[src/rtl/sd_resp_crc7_check.sv]
`default_nettype none
// ============================================================================
// Module   : sd_resp_crc7_check
// Purpose  : Receive-side checker for 48-bit SD command responses (R1/R1b/
//            R3/R6/R7). Deserializes the sampled CMD line, computes CRC7
//            (x^7+x^3+1) over the first 40 bits, compares it with the
//            received CRC field and checks the transmission and end bits.
// Options  : `define SD_RESP_TIMEOUT_EN builds the Ncr start-bit timeout.
//            Without it, WAIT_START waits indefinitely and timeout stays 0.
// Ports    : sys_clk       - system clock, rising edge
//            sys_rst       - asynchronous active-high reset
//            rx_arm        - pulse: start hunting for a start bit (IDLE only)
//            resp_no_crc   - sampled with rx_arm; 1 = R3, CRC not checked
//            cmd_bit       - sampled CMD-line level, qualified by bit_valid
//            bit_valid     - one-cycle strobe per SD-clock sample point
//            resp_data     - received bits 47..8, MSB first received
//            resp_crc_rx   - received CRC field
//            resp_crc_calc - locally computed CRC7
//            resp_done     - one-cycle pulse, results valid on this cycle
//            crc_ok        - CRC status, held until next accepted rx_arm
//            frame_err     - transmission bit != 0 or end bit != 1
//            timeout       - no start bit within NCR_MAX strobes
// Revision : 1.0 - initial release
// ============================================================================
module sd_resp_crc7_check #(
  parameter int NCR_MAX = 64,
  parameter int CNT_W   = 7
) (
  input  logic        sys_clk,
  input  logic        sys_rst,
  input  logic        rx_arm,
  input  logic        resp_no_crc,
  input  logic        cmd_bit,
  input  logic        bit_valid,
  output logic [39:0] resp_data,
  output logic [6:0]  resp_crc_rx,
  output logic [6:0]  resp_crc_calc,
  output logic        resp_done,
  output logic        crc_ok,
  output logic        frame_err,
  output logic        timeout
);

  typedef enum logic [1:0] {
    ST_IDLE       = 2'd0,
    ST_WAIT_START = 2'd1,
    ST_RECV       = 2'd2,
    ST_CHECK      = 2'd3
  } state_t;

  localparam logic [5:0] C_LAST_CRC_BIT = 6'd39;
  localparam logic [5:0] C_END_BIT      = 6'd47;

  state_t      r_state;
  state_t      w_state_nxt;

  logic [47:0] r_shift;
  logic [6:0]  r_crc;
  logic [5:0]  r_bitcnt;
  logic        r_no_crc;

  logic [39:0] r_resp_data;
  logic [6:0]  r_crc_rx;
  logic [6:0]  r_crc_calc;
  logic        r_crc_ok;
  logic        r_frame_err;
  logic        r_timeout;

  logic        w_to_pend;     // timeout flagged in WAIT_START, reported in CHECK
  logic        w_ncr_expire;  // this strobe is the one that exhausts the Ncr budget
  logic        w_crc_fb;
  logic [6:0]  w_crc_nxt;
  logic        w_crc_ok;
  logic        w_frame_err;

  assign w_crc_fb  = r_crc[6] ^ cmd_bit;
  assign w_crc_nxt = {r_crc[5:3], r_crc[2] ^ w_crc_fb, r_crc[1:0], w_crc_fb};

`ifdef SD_RESP_TIMEOUT_EN
  logic [CNT_W-1:0] r_ncr_cnt;
  logic [CNT_W-1:0] w_ncr_inc;
  logic             r_to_pend;

  assign w_ncr_inc    = r_ncr_cnt + 1'b1;
  assign w_ncr_expire = bit_valid && cmd_bit && (w_ncr_inc == CNT_W'(NCR_MAX));
  assign w_to_pend    = r_to_pend;

  always_ff @(posedge sys_clk or posedge sys_rst) begin
    if (sys_rst) begin
      r_ncr_cnt <= '0;
      r_to_pend <= 1'b0;
    end else if (r_state == ST_IDLE && rx_arm) begin
      r_ncr_cnt <= '0;
      r_to_pend <= 1'b0;
    end else if (r_state == ST_WAIT_START && bit_valid && cmd_bit) begin
      r_ncr_cnt <= w_ncr_inc;
      if (w_ncr_expire) begin
        r_to_pend <= 1'b1;
      end
    end
  end
`else
  // Parameters are kept for interface compatibility with the timeout build.
  localparam int C_NCR_UNUSED = NCR_MAX + CNT_W;
  assign w_ncr_expire = 1'b0;
  assign w_to_pend    = 1'b0;
`endif

  // CHECK-cycle results; a timed-out frame never reports CRC good or frame error.
  assign w_crc_ok    = w_to_pend ? 1'b0 : (r_no_crc ? 1'b1 : (r_crc == r_shift[7:1]));
  assign w_frame_err = !w_to_pend && (r_shift[46] || !r_shift[0]);

  // --------------------------------------------------------------------------
  // FSM
  // --------------------------------------------------------------------------
  always_ff @(posedge sys_clk or posedge sys_rst) begin
    if (sys_rst) begin
      r_state <= ST_IDLE;
    end else begin
      r_state <= w_state_nxt;
    end
  end

  always_comb begin
    w_state_nxt = r_state;
    case (r_state)
      ST_IDLE: begin
        if (rx_arm) begin
          w_state_nxt = ST_WAIT_START;
        end
      end
      ST_WAIT_START: begin
        if (bit_valid && !cmd_bit) begin
          w_state_nxt = ST_RECV;
        end else if (w_ncr_expire) begin
          w_state_nxt = ST_CHECK;
        end
      end
      ST_RECV: begin
        if (bit_valid && r_bitcnt == C_END_BIT) begin
          w_state_nxt = ST_CHECK;
        end
      end
      ST_CHECK: begin
        w_state_nxt = ST_IDLE;
      end
      default: begin
        w_state_nxt = ST_IDLE;
      end
    endcase
  end

  // --------------------------------------------------------------------------
  // Datapath: shift register, CRC, bit counter and held results
  // --------------------------------------------------------------------------
  always_ff @(posedge sys_clk or posedge sys_rst) begin
    if (sys_rst) begin
      r_shift     <= '0;
      r_crc       <= '0;
      r_bitcnt    <= '0;
      r_no_crc    <= 1'b0;
      r_resp_data <= '0;
      r_crc_rx    <= '0;
      r_crc_calc  <= '0;
      r_crc_ok    <= 1'b0;
      r_frame_err <= 1'b0;
      r_timeout   <= 1'b0;
    end else begin
      case (r_state)
        ST_IDLE: begin
          // A bit_valid coinciding with rx_arm is deliberately not sampled.
          if (rx_arm) begin
            r_crc       <= '0;
            r_bitcnt    <= '0;
            r_no_crc    <= resp_no_crc;
            r_crc_ok    <= 1'b0;
            r_frame_err <= 1'b0;
            r_timeout   <= 1'b0;
          end
        end
        ST_WAIT_START: begin
          if (bit_valid && !cmd_bit) begin
            r_shift  <= {r_shift[46:0], cmd_bit};
            r_crc    <= w_crc_nxt;
            r_bitcnt <= 6'd1;
          end
        end
        ST_RECV: begin
          if (bit_valid) begin
            r_shift  <= {r_shift[46:0], cmd_bit};
            r_bitcnt <= r_bitcnt + 6'd1;
            if (r_bitcnt <= C_LAST_CRC_BIT) begin
              r_crc <= w_crc_nxt;
            end
          end
        end
        ST_CHECK: begin
          r_resp_data <= r_shift[47:8];
          r_crc_rx    <= r_shift[7:1];
          r_crc_calc  <= r_crc;
          r_crc_ok    <= w_crc_ok;
          r_frame_err <= w_frame_err;
          r_timeout   <= w_to_pend;
        end
        default: begin
        end
      endcase
    end
  end

  // Results are presented straight from the frame registers during CHECK so
  // they are valid together with resp_done, then held from the copies.
  assign resp_done     = (r_state == ST_CHECK);
  assign resp_data     = resp_done ? r_shift[47:8] : r_resp_data;
  assign resp_crc_rx   = resp_done ? r_shift[7:1]  : r_crc_rx;
  assign resp_crc_calc = resp_done ? r_crc         : r_crc_calc;
  assign crc_ok        = resp_done ? w_crc_ok      : r_crc_ok;
  assign frame_err     = resp_done ? w_frame_err   : r_frame_err;
  assign timeout       = resp_done ? w_to_pend     : r_timeout;

endmodule
`default_nettype wire

[config.mk]
export PLATFORM = sky130hd
export DESIGN_NAME = sd_resp_crc7_check
export DESIGN_NICKNAME = d
export VERILOG_FILES = /design/src/rtl/sd_resp_crc7_check.sv
export SDC_FILE = /design/constraint.sdc
export NUM_CORES = 1
export LEC_CHECK = 0
export BUFFER_PORTS_ARGS = -buffer_cell sky130_fd_sc_hd__buf_2
export CELL_PAD_IN_SITES_DETAIL_PLACEMENT = 1
export CELL_PAD_IN_SITES_GLOBAL_PLACEMENT = 2
export CORE_UTILIZATION = 43
export CTS_CLUSTER_DIAMETER = 200
export CTS_CLUSTER_SIZE = 16
export DETAILED_ROUTE_END_ITERATION = 10
export GPL_ROUTABILITY_DRIVEN = 0
export PLACE_DENSITY = 0.93
export SETUP_SLACK_MARGIN = 0.5
export SKIP_CTS_REPAIR_TIMING = 1
export SYNTH_ARGS = -nofsm -noshare
export SYNTH_HDL_FRONTEND = slang
export SYNTH_SLANG_ARGS = --single-unit
[constraint.sdc]
create_clock -name sys_clk -period 5.6 [get_ports sys_clk]
set_clock_uncertainty 0.05 [all_clocks]
set_input_delay 0.56 -clock sys_clk [delete_from_list [all_inputs] [get_ports sys_clk]]
set_output_delay 0.56 -clock sys_clk [all_outputs]
set_load 0.05 [all_outputs]
==> results_dict.tcl <==
set metrics [dict create \
    status "finished, final reports clean" \
    path_buf_inv 2 \
    initial_utilization_pct 44.5 \
    ioPinCount 64 \
    multi_input_area_sq_um 1730 \
    yosys.area.top_type "dfrtp_1" \
    drt_wl_total_um 9750 \
    grt_max_degree 65 \
    rsz0062_at_grt "false" \
    h-tree-depth 4 \
    grt_pass1_vias 3164 \
    root_buffer "clkbuf_16" \
    hold_ws_ps 244 \
    grt_pass1_wl_um 16600 \
    area_growth_pct 20.5 \
    cts_sinks 120 \
    slew_viol_final 0 \
    antenna_found_initial 0 \
    path_delay_family "buffers and inverters" \
    grt_util_met2_pct 30.8 \
    clockBufferDepth 2 \
    layout_commonest_cell "dfrtp_1" \
    cts_tree "built" \
    tns_ps 0 \
    route.detailed.drc 0 \
    die-area_sq_um 11800 \
    synth_top_area_share_pct 61.7 \
    tightest_slew_ps 769 \
    cp.arrival_ps 2290 \
    drt_iter0_markers 139 \
    grt-busiest-layer "met2" \
    cts_buffers 17 \
    synth_cell_type_count 35 \
    worst_path_max_delay_cell "buf_4" \
    slew_headroom_pct 48.8 \
    end_kind "output pin" \
    hold_path_class "input pin to async pin" \
    max-cap-violations 0 \
    synthCells 336 \
    hold_viol_final 0 \
    first_pass_iters 4 \
    synth_seq_cells 120 \
    grt_use_total_pct 19.2 \
    nFillCells 1109 \
    synth.yosys.seq_area_share_pct 61.7 \
    synthTopCellsByArea "dfrtp_1 62%, mux2_2 24%, mux2i_1 1.4%" \
    hpwl_um 6170 \
    use_met1_pct 23.1 \
    p_per_area_nw_per_um2 687 \
    antennaDiodeCount 0 \
    insertion_delay_ps 420 \
    synth_area_sq_um 4870 \
    cts.clk_slew.worst_paths_ps 60 \
    max_freq_mhz 345 \
    portBuffers 62 \
    cp_data_required_time_ps 4990 \
    path_max_fanout 62 \
    use_met3_pct 6.75 \
    overflow 0 \
    final_nets 414 \
    min_period_over_period_pct 51.7 \
    avgSynthCellArea_sq_um 14.5 \
    cellLeakagePower_nw 2.97 \
    startpoint_type "flip-flop" \
    rows 38 \
    dr_total_vias 2837 \
    yosysWarnings 0 \
    layout_common_cells "120 x dfrtp_1, 104 x mux2_2, 62 x buf_2" \
    core-area_sq_um 10900 \
    seq_area_sq_um 3000 \
    period_minus_slack_ps 2900 \
    die_x_um 108 \
    wire_per_inst_um 17.5 \
    drive_above_1_share_pct 49.5 \
    avgViaCountPerCell 5.10 \
    syn_nets 347 \
    path_class "flip-flop to output pin" \
    crit_path_max_incr_delay_ps 620 \
    die_h_um 108 \
    setup_viol 0 \
    crit_chain "ha_2 > buf_4 > mux2_2 > buf_2" \
    ir_drop_uv 387 \
    ant_nets 0 \
]
==> per-stage QoR <==
stage,util (%),setup slack (ps),power (mW),cells,cell area [sq um]
after global routing,53.6,2570,4.25,556,5870
after floorplan,-,1800,2.68,336,4870
after CTS,53.6,2660,4.08,556,5870
after global placement,48.4,3050,2.91,524,5290
final,53.6,2700,4.03,556,5870
after detailed placement,48.4,2950,2.99,524,5290
==> cells in the mapped netlist (all sizes together) <==
master and count:
mux2i 7, nor4 1, nor2b 2, a41oi 1, nand2 17, o21ai 8
ha 5, a211o 1, xnor2 4, mux2 104, dfrtp 120, or4 2
buf 15, a21boi 1, nor3b 1, nor4b 1, o211ai 2, nand4 2
nand2b 2, conb 1, a22oi 1, clkbuf 2, nand3b 1, nor2 4
o22ai 1, a21oi 3, o31ai 1, and3 1, inv 13, xor2 5
nand3 7
==> layout make-up <==
type / instances / area share [%]
multi-input cells: 186 / 29.5
clock inverters: 14 / 2.33
repair buffers: 65 / 5.67
clock buffers: 18 / 7.49
inverters: 13 / 0.875
flip-flops and latches: 120 / 51.2
well taps: 140 / 2.99
==> worst paths after layout <==
path                                           startpoint                         to  slack (ps)  depth (start not counted)
min in group sys_clk                          resp_no_crc       r_no_crc$_DFFE_PP0P_         330                          2
worst min register to register  r_resp_data[22]$_DFF_PP0_  r_resp_data[22]$_DFF_PP0_         440                          1
max in group asynchronous                         sys_rst    r_bitcnt[4]$_DFFE_PP0P_        4020                          3
worst max register to register     r_state[0]$_DFFE_PP0P_    r_shift[32]$_DFFE_PP0P_        2910                          6
worst min-delay path                              sys_rst  r_resp_data[18]$_DFF_PP0_         240                          2
worst max-delay path               r_state[0]$_DFFE_PP0P_               resp_data[0]        2700                          4
==> logic make-up after synthesis <==
family,share of synthesized area (%)
XOR/XNOR,1.62
AO/OA/AOI/OAI,2.57
buffers and inverters,3.13
other,0.0770
multiplexers,25.5
flip-flops,61.7
AND/OR/NAND/NOR,4.16
adder cells (fa/ha/maj),1.28
==> routing by layer <==
metal | wire, um | vias up
li1 | - | 1303
met1 | 4250 | 1455
met2 | 4880 | 61
met3 | 428 | 18
met4 | 191 | 0
met5 | 0 | -
==> registers in the layout, indices dropped and copies added, names as in the netlist <==
name / flops
r_no_crc: 1
r_crc_calc: 7
r_state: 2
r_crc_rx: 7
r_crc_ok: 1
r_bitcnt: 6
r_shift: 48
r_crc: 7
r_frame_err: 1
r_resp_data: 40
==> report_power, final <==
part           internal (mW)  switching (mW)  total [mW]  leakage (nW)
clock network          0.632           0.419        1.05         0.276
logic                  0.609            1.12        1.72          1.10
registers               1.10           0.155        1.26          1.59
total                   2.34            1.69        4.03          2.97
Power figures use the tool's default switching activity.
